$ cat config.mk
export PLATFORM = sky130hd
export DESIGN_NAME = pw_history_store
export DESIGN_NICKNAME = d
export VERILOG_FILES = /design/src/rtl/pw_store_pkg.sv /design/src/rtl/pw_hist_ram.sv /design/src/rtl/pw_history_store.sv
export SDC_FILE = /design/constraint.sdc
export NUM_CORES = 1
export LEC_CHECK = 0
export ABC_CLOCK_PERIOD_IN_PS = 1800
export CAP_MARGIN = 10
export CELL_PAD_IN_SITES_DETAIL_PLACEMENT = 1
export CELL_PAD_IN_SITES_GLOBAL_PLACEMENT = 1
export CORE_MARGIN = 2
export CORE_UTILIZATION = 49
export CTS_CLUSTER_DIAMETER = 80
export DETAILED_ROUTE_END_ITERATION = 10
export DONT_BUFFER_PORTS = 1
export PLACE_DENSITY_LB_ADDON = 0.1
export SYNTH_ARGS = -nofsm -noshare
export SYNTH_HDL_FRONTEND = slang
export SYNTH_HIERARCHICAL = 1
export SYNTH_SLANG_ARGS = --single-unit
$ cat constraint.sdc
create_clock -name clk -period 1.8 [get_ports clk]
set_input_delay 0.18 -clock clk [delete_from_list [all_inputs] [get_ports clk]]
set_output_delay 0.18 -clock clk [all_outputs]
set_load 0.005 [all_outputs]
$ cat src/rtl/pw_store_pkg.sv
// pw_store_pkg
// Shared definitions for the password history store: replay FSM states
// and the default word width / history depth used by the store and its RAM.
package pw_store_pkg;

    localparam int DEF_DATA_W = 16;
    localparam int DEF_DEPTH  = 8;

    typedef enum logic {
        IDLE   = 1'b0,
        REPLAY = 1'b1
    } state_t;

endpackage

$ cat src/rtl/pw_hist_ram.sv
// pw_hist_ram
// DEPTH x DATA_W register array holding the captured history.
// The write port is clocked and cleared by the asynchronous reset.
// The read port is combinational, so a replay beat is visible in the same
// cycle its pointer is.
//
// Ports:
//   clk      - clock, rising edge
//   reset_n  - asynchronous active-low reset, clears every entry
//   wr_en    - write enable
//   wr_addr  - write slot
//   wr_data  - word to store
//   rd_addr  - read slot
//   rd_data  - contents of rd_addr, asynchronous
module pw_hist_ram
    import pw_store_pkg::*;
#(
    parameter int DATA_W = DEF_DATA_W,
    parameter int DEPTH  = DEF_DEPTH,
    localparam int AW    = $clog2(DEPTH)
) (
    input  logic              clk,
    input  logic              reset_n,
    input  logic              wr_en,
    input  logic [AW-1:0]     wr_addr,
    input  logic [DATA_W-1:0] wr_data,
    input  logic [AW-1:0]     rd_addr,
    output logic [DATA_W-1:0] rd_data
);

    logic [DATA_W-1:0] mem [DEPTH];

    always_ff @(posedge clk or negedge reset_n) begin
        if (!reset_n) begin
            for (int i = 0; i < DEPTH; i++) begin
                mem[i] <= '0;
            end
        end else if (wr_en) begin
            mem[wr_addr] <= wr_data;
        end
    end

    assign rd_data = mem[rd_addr];

endmodule

$ cat src/rtl/pw_history_store.sv
// pw_history_store
// Keeps a rolling history of the last DEPTH words seen on channel
// CAPTURE_CH and replays a requested window of it, oldest word first, over
// a valid/ready stream with a last marker.
//
// Ports:
//   clk, reset_n          - clock and asynchronous active-low reset
//   in_valid/in_channel/in_data - capture input, no backpressure
//   req_valid/req_ready   - replay request handshake (ready while idle)
//   req_offset            - newest words to skip before the window ends
//   req_len               - window length, 1..DEPTH
//   req_err               - one-cycle pulse for a rejected request
//   store_valid/store_ready/store_data/store_last - replay stream
//   overrun               - sticky, a pending window word was overwritten
//   fill_count            - valid history entries, saturates at DEPTH
module pw_history_store
    import pw_store_pkg::*;
#(
    parameter int               DATA_W     = DEF_DATA_W,
    parameter int               DEPTH      = DEF_DEPTH,
    parameter int               CH_W       = 1,
    parameter logic [CH_W-1:0]  CAPTURE_CH = '0,
    localparam int              AW         = $clog2(DEPTH)
) (
    input  logic              clk,
    input  logic              reset_n,
    input  logic              in_valid,
    input  logic [CH_W-1:0]   in_channel,
    input  logic [DATA_W-1:0] in_data,
    input  logic              req_valid,
    output logic              req_ready,
    input  logic [AW-1:0]     req_offset,
    input  logic [AW:0]       req_len,
    output logic              req_err,
    output logic              store_valid,
    input  logic              store_ready,
    output logic [DATA_W-1:0] store_data,
    output logic              store_last,
    output logic              overrun,
    output logic [AW:0]       fill_count
);

    localparam logic [AW:0]   FILL_MAX = (AW+1)'(DEPTH);
    localparam logic [AW+1:0] DEPTH_X  = (AW+2)'(DEPTH);

    state_t            state;
    state_t            state_nxt;
    logic [AW-1:0]     wp;
    logic [AW-1:0]     rd_ptr;
    logic [AW:0]       remaining;
    logic [AW:0]       margin;
    logic [AW+1:0]     window_end;
    logic [AW+1:0]     margin_init;
    logic              capture;
    logic              window_bad;
    logic              accept_req;
    logic              reject_req;
    logic              handshake;
    logic              last_beat;
    logic [DATA_W-1:0] rd_data;

    assign capture = in_valid && (in_channel == CAPTURE_CH);

    // Window checks use the fill level before this cycle's capture; the
    // extra bit keeps offset+len from wrapping.
    assign window_end = {2'b00, req_offset} + {1'b0, req_len};
    assign window_bad = (req_len == '0) || (window_end > {1'b0, fill_count});
    assign accept_req = req_valid && req_ready && !window_bad;
    assign reject_req = req_valid && req_ready && window_bad;
    assign handshake  = store_valid && store_ready;
    assign last_beat  = handshake && (remaining == (AW+1)'(1));

    // Free slots between the write pointer and the oldest pending word.
    // A capture in the accept cycle already eats one; negative means the
    // oldest word is being overwritten right now, so clamp to zero.
    assign margin_init = DEPTH_X - window_end - {{(AW+1){1'b0}}, capture};

    pw_hist_ram #(
        .DATA_W (DATA_W),
        .DEPTH  (DEPTH)
    ) u_ram (
        .clk     (clk),
        .reset_n (reset_n),
        .wr_en   (capture),
        .wr_addr (wp),
        .wr_data (in_data),
        .rd_addr (rd_ptr),
        .rd_data (rd_data)
    );

    always_ff @(posedge clk or negedge reset_n) begin
        if (!reset_n) begin
            state <= IDLE;
        end else begin
            state <= state_nxt;
        end
    end

    always_comb begin
        state_nxt = state;
        case (state)
            IDLE:    if (accept_req) state_nxt = REPLAY;
            REPLAY:  if (last_beat)  state_nxt = IDLE;
            default: state_nxt = IDLE;
        endcase
    end

    always_comb begin
        req_ready   = (state == IDLE);
        store_valid = (state == REPLAY);
        store_last  = (state == REPLAY) && (remaining == (AW+1)'(1));
        store_data  = (state == REPLAY) ? rd_data : '0;
    end

    // Capture runs independently of the replay FSM.
    always_ff @(posedge clk or negedge reset_n) begin
        if (!reset_n) begin
            wp         <= '0;
            fill_count <= '0;
        end else if (capture) begin
            wp <= wp + AW'(1);
            if (fill_count != FILL_MAX) begin
                fill_count <= fill_count + (AW+1)'(1);
            end
        end
    end

    // Replay pointer, beat count and overwrite tracking. A capture and a
    // handshake in the same cycle cancel: the beat leaves as a slot fills.
    always_ff @(posedge clk or negedge reset_n) begin
        if (!reset_n) begin
            rd_ptr    <= '0;
            remaining <= '0;
            margin    <= '0;
            overrun   <= 1'b0;
            req_err   <= 1'b0;
        end else begin
            req_err <= reject_req;
            if (accept_req) begin
                rd_ptr    <= wp - req_offset - req_len[AW-1:0];
                remaining <= req_len;
                margin    <= margin_init[AW+1] ? '0 : margin_init[AW:0];
                overrun   <= 1'b0;
            end else if (state == REPLAY) begin
                if (handshake) begin
                    rd_ptr    <= rd_ptr + AW'(1);
                    remaining <= remaining - (AW+1)'(1);
                end
                if (handshake && !capture) begin
                    margin <= margin + (AW+1)'(1);
                end else if (capture && !handshake) begin
                    if (margin == '0) begin
                        overrun <= 1'b1;
                    end else begin
                        margin <= margin - (AW+1)'(1);
                    end
                end
            end
        end
    end

endmodule

==> impl_metrics.toml <==
[synth]
yosysWarnings = 6
synthAdderAreaFrac_pct = 4.47
synth_simple_gate_area_share_pct = 5.64
ys_seq_elements = 149
synth_compound_area_share_pct = 3.31
synth_top_family_by_area = "multiplexers"
synth_top_area_share_pct = 48.6
synth_seq_area_share_pct = 48.6
synth_xor_xnor_area_share_pct = 1.83
syn_inst = 521
synth-main-ff-cell = "dfrtp_1"
syn_area_um2 = 7670
yosysUniqueCellTypes = 55
synth.area.top_cells = "dfrtp_1, mux2_2, mux4_1"
synthArstFlopShare_pct = 100
synth_area_leader_cell = "dfrtp_1"
syn_avg_cell_area_um2 = 14.7
syn_nets = 575
synthMuxAreaShare_pct = 32.6
synth_edf_count = 0

[global_route]
grt_pass1_wl_mm = 30.0
use_met3_pct = 4.50
grt_overflow_total = 0
busiest_layer = "met2"
use_met1_pct = 31.6
antenna_found_initial = 1
track_usage_pct = 24.2
grt_max_degree = 150
met2_usage_pct = 41.4
grt_pass1_vias = 5265

[sta]
setup_violations = 29
fin_crit_ns = 2.23
rsz0062_at_grt = "yes"
relSlewSlack_pct = 70.7
fin_worst_skew_ns = 0.00483
worst_slew_pin_slew_ns = 0.439
final_hold_viol_count = 149
fin_crit_sh_pct = 124
setup_slack_ns = -0.433
fmax_mhz = 448
hold_ws_ns = -0.541
drv_slew = 0
final.setup.tns_ns = -7.62

[worst_setup_path]
cp_cell_sequence = "buf_12, buf_16, mux4_2, mux2_4, and2_4"
cp.required_ns = 1.62
crit_cells = 5
cp-end-kind = "output port"
reg2reg_to = "rd_ptr[1]"
rr_startpoint = "rd_ptr[0]"
crit_family = "multiplexers"
max_stage_delay_ns = 0.51
slowest_stage = "mux4_2"
r2r_cells = 7
r2r_slack_ns = -0.05
cp.arrival_ns = 2.05
critPathMaxFanout = 6
startpoint_type = "register"
path_class = "register to output port"
critPathLaunch = "rd_ptr[0]"
worst-path-buf-inv = 2
crit_end = "store_data[9]"

[power]
post-layout-total-power_w = 0.0177
switching_power_w = 0.00568
combPwrFrac_pct = 47.0
pwr-share-seq_pct = 34.3
p_leak_nw = 4.21
swShare_pct = 32.1
clockPowerShare_pct = 18.7
vdd_drop_max_mv = 0.892
powerDensity_nw_per_um2 = 1860
p_int_w = 0.0120

[final_layout]
nFillCells = 1385
final_nets = 652
register_area_um2 = 3730
synthToLayoutAreaGrowth_pct = 23.7
final_cell_area_um2 = 9500
multi_input_area_um2 = 3970
drive_gt1_share_pct = 56.1

[floorplanning]
dieArea_um2 = 16700
num_rows = 45
initial_core_util_pct = 50.3
ios = 54
core_area_um2 = 15300
die-height_um = 129
die_w_um = 129

[cts]
ctsHtreeMaxLevel = 4
clk_pin_slew_ns = 0.06
cts-buffers-inserted = 17
cts_tree = "built"
ctsHoldBuffers = 20
clock_path_buffers = 2
cts-root-buf = "clkbuf_16"
worstSkewPairLatency_ns = 0.42
clkSinkCount = 149

[outcome]
outcome = "complete, but fails checks"
violations = "hold timing, setup timing"

[drt]
num_vias = 4728
via_per_inst = 5.74
antenna_left = 0
finalWirelength_mm = 19.7
first_iter_violations = 310
firstDrtPassIters = 4
remaining_drc_errors = 0
wire_per_inst_um = 24.0

[placed_design]
post_dp_cell_area_um2 = 8340
place_ws_ns = -0.505
numPortBuffers = 0
dp_hpwl_mm = 12.0
place_congestion = 0.776

[worst_hold_path]
hold_path.class = "primary input to async pin"

[flow_run]
maxCapViolCount = 0
==> routing by layer <==
layer / vias to the layer above / part of all wire (%)
met5: - / 0
met4: 0 / 1.7
met3: 22 / 3.1
met2: 79 / 51
met1: 2557 / 44
li1: 2070 / -
==> repair_timing <==
action,in CTS,in global routing
gates resized for setup,75,41
gates cloned,2,0
pin swaps,17,23
hold endpoints to repair,281,149
setup endpoints to repair,33,41
buffers inserted,4,8
==> cells in the mapped netlist (5+ instances only) <==
master,number
o21ai_0,5
ha_1,21
buf_4,5
buf_6,7
mux4_1,28
nor2_1,5
buf_2,10
dfrtp_1,149
and2_1,17
clkbuf_1,5
xnor2_1,13
a21oi_1,8
mux2_2,146
inv_1,20
nand2_1,14
==> through the flow <==
step	util, %	std cells
floorplan	-	521
global placement	54.6	757
detailed placement	54.6	757
CTS	60.8	815
global route	62.2	823
finish	62.2	823
==> layout make-up <==
type,instances,share of cell area [%]
multi-input cells,321,41.8
repair buffers,88,9.51
clock inverters,8,0.791
inverters,21,0.843
flip-flops and latches,149,39.3
well taps,211,2.78
diodes,1,0.0264
clock buffers,24,4.97
==> power groups by stage <==
stage / logic, W / clock network (W) / registers (W)
final: 0.00831 / 0.00332 / 0.00607
after global placement: 0.00625 / 0 / 0.00580
after detailed placement: 0.00651 / 0 / 0.00598
after global routing: 0.00890 / 0.00351 / 0.00628
after CTS: 0.00775 / 0.00339 / 0.00603
after floorplan: 0.00483 / 0 / 0.00562
==> cell usage in the layout, fill, tap and decap left out, types with 3 or more instances in the layout <==
cell             n
a21o_1           3
a21oi_2          5
and2_4          18
buf_12          12
buf_4           49
buf_6            6
clkbuf_1         5
clkbuf_16       17
clkinv_2         5
dfrtp_1        147
dlygate4sd3_1   20
fa_1             3
ha_1            13
ha_4             8
inv_1           19
mux2_2         135
mux2_4          11
mux4_2          32
nand2_1         11
nand2_4          3
nand4b_2         3
nor2_1           4
o21ai_0          3
o22ai_2          4
xnor2_1         10
xnor2_2          3
xor2_1           3
==> how the worst min path moves through the flow <==
stage	to	slack (ns)
global route	rd_ptr[2]	-0.56
finish	rd_ptr[2]	-0.54
global placement	rd_ptr[2]	-0.11
floorplan	fill_count[0]	-0.12
detailed placement	rd_ptr[2]	-0.11
CTS	u_ram/mem[46]	-0.55
==> cell families (layout without fill, tap and decap cells) <==
group,Yosys count,after routing
AOI/OAI and AO/OA,36,36
xor gates and xnor gates,16,16
adders and majority gates,25,25
buffers and inverters,51,141
DFF,149,149
muxes,181,181
other,0,1
and+or+nand+nor,63,63
==> registers in the layout, summed over array words and instances (netlist names) <==
name / flops
overrun: 1
req_err: 1
margin: 4
store_valid: 1
u_ram/mem: 128
rd_ptr: 3
remaining: 4
wp: 3
fill_count: 4
(Power assumes the default switching activity.)
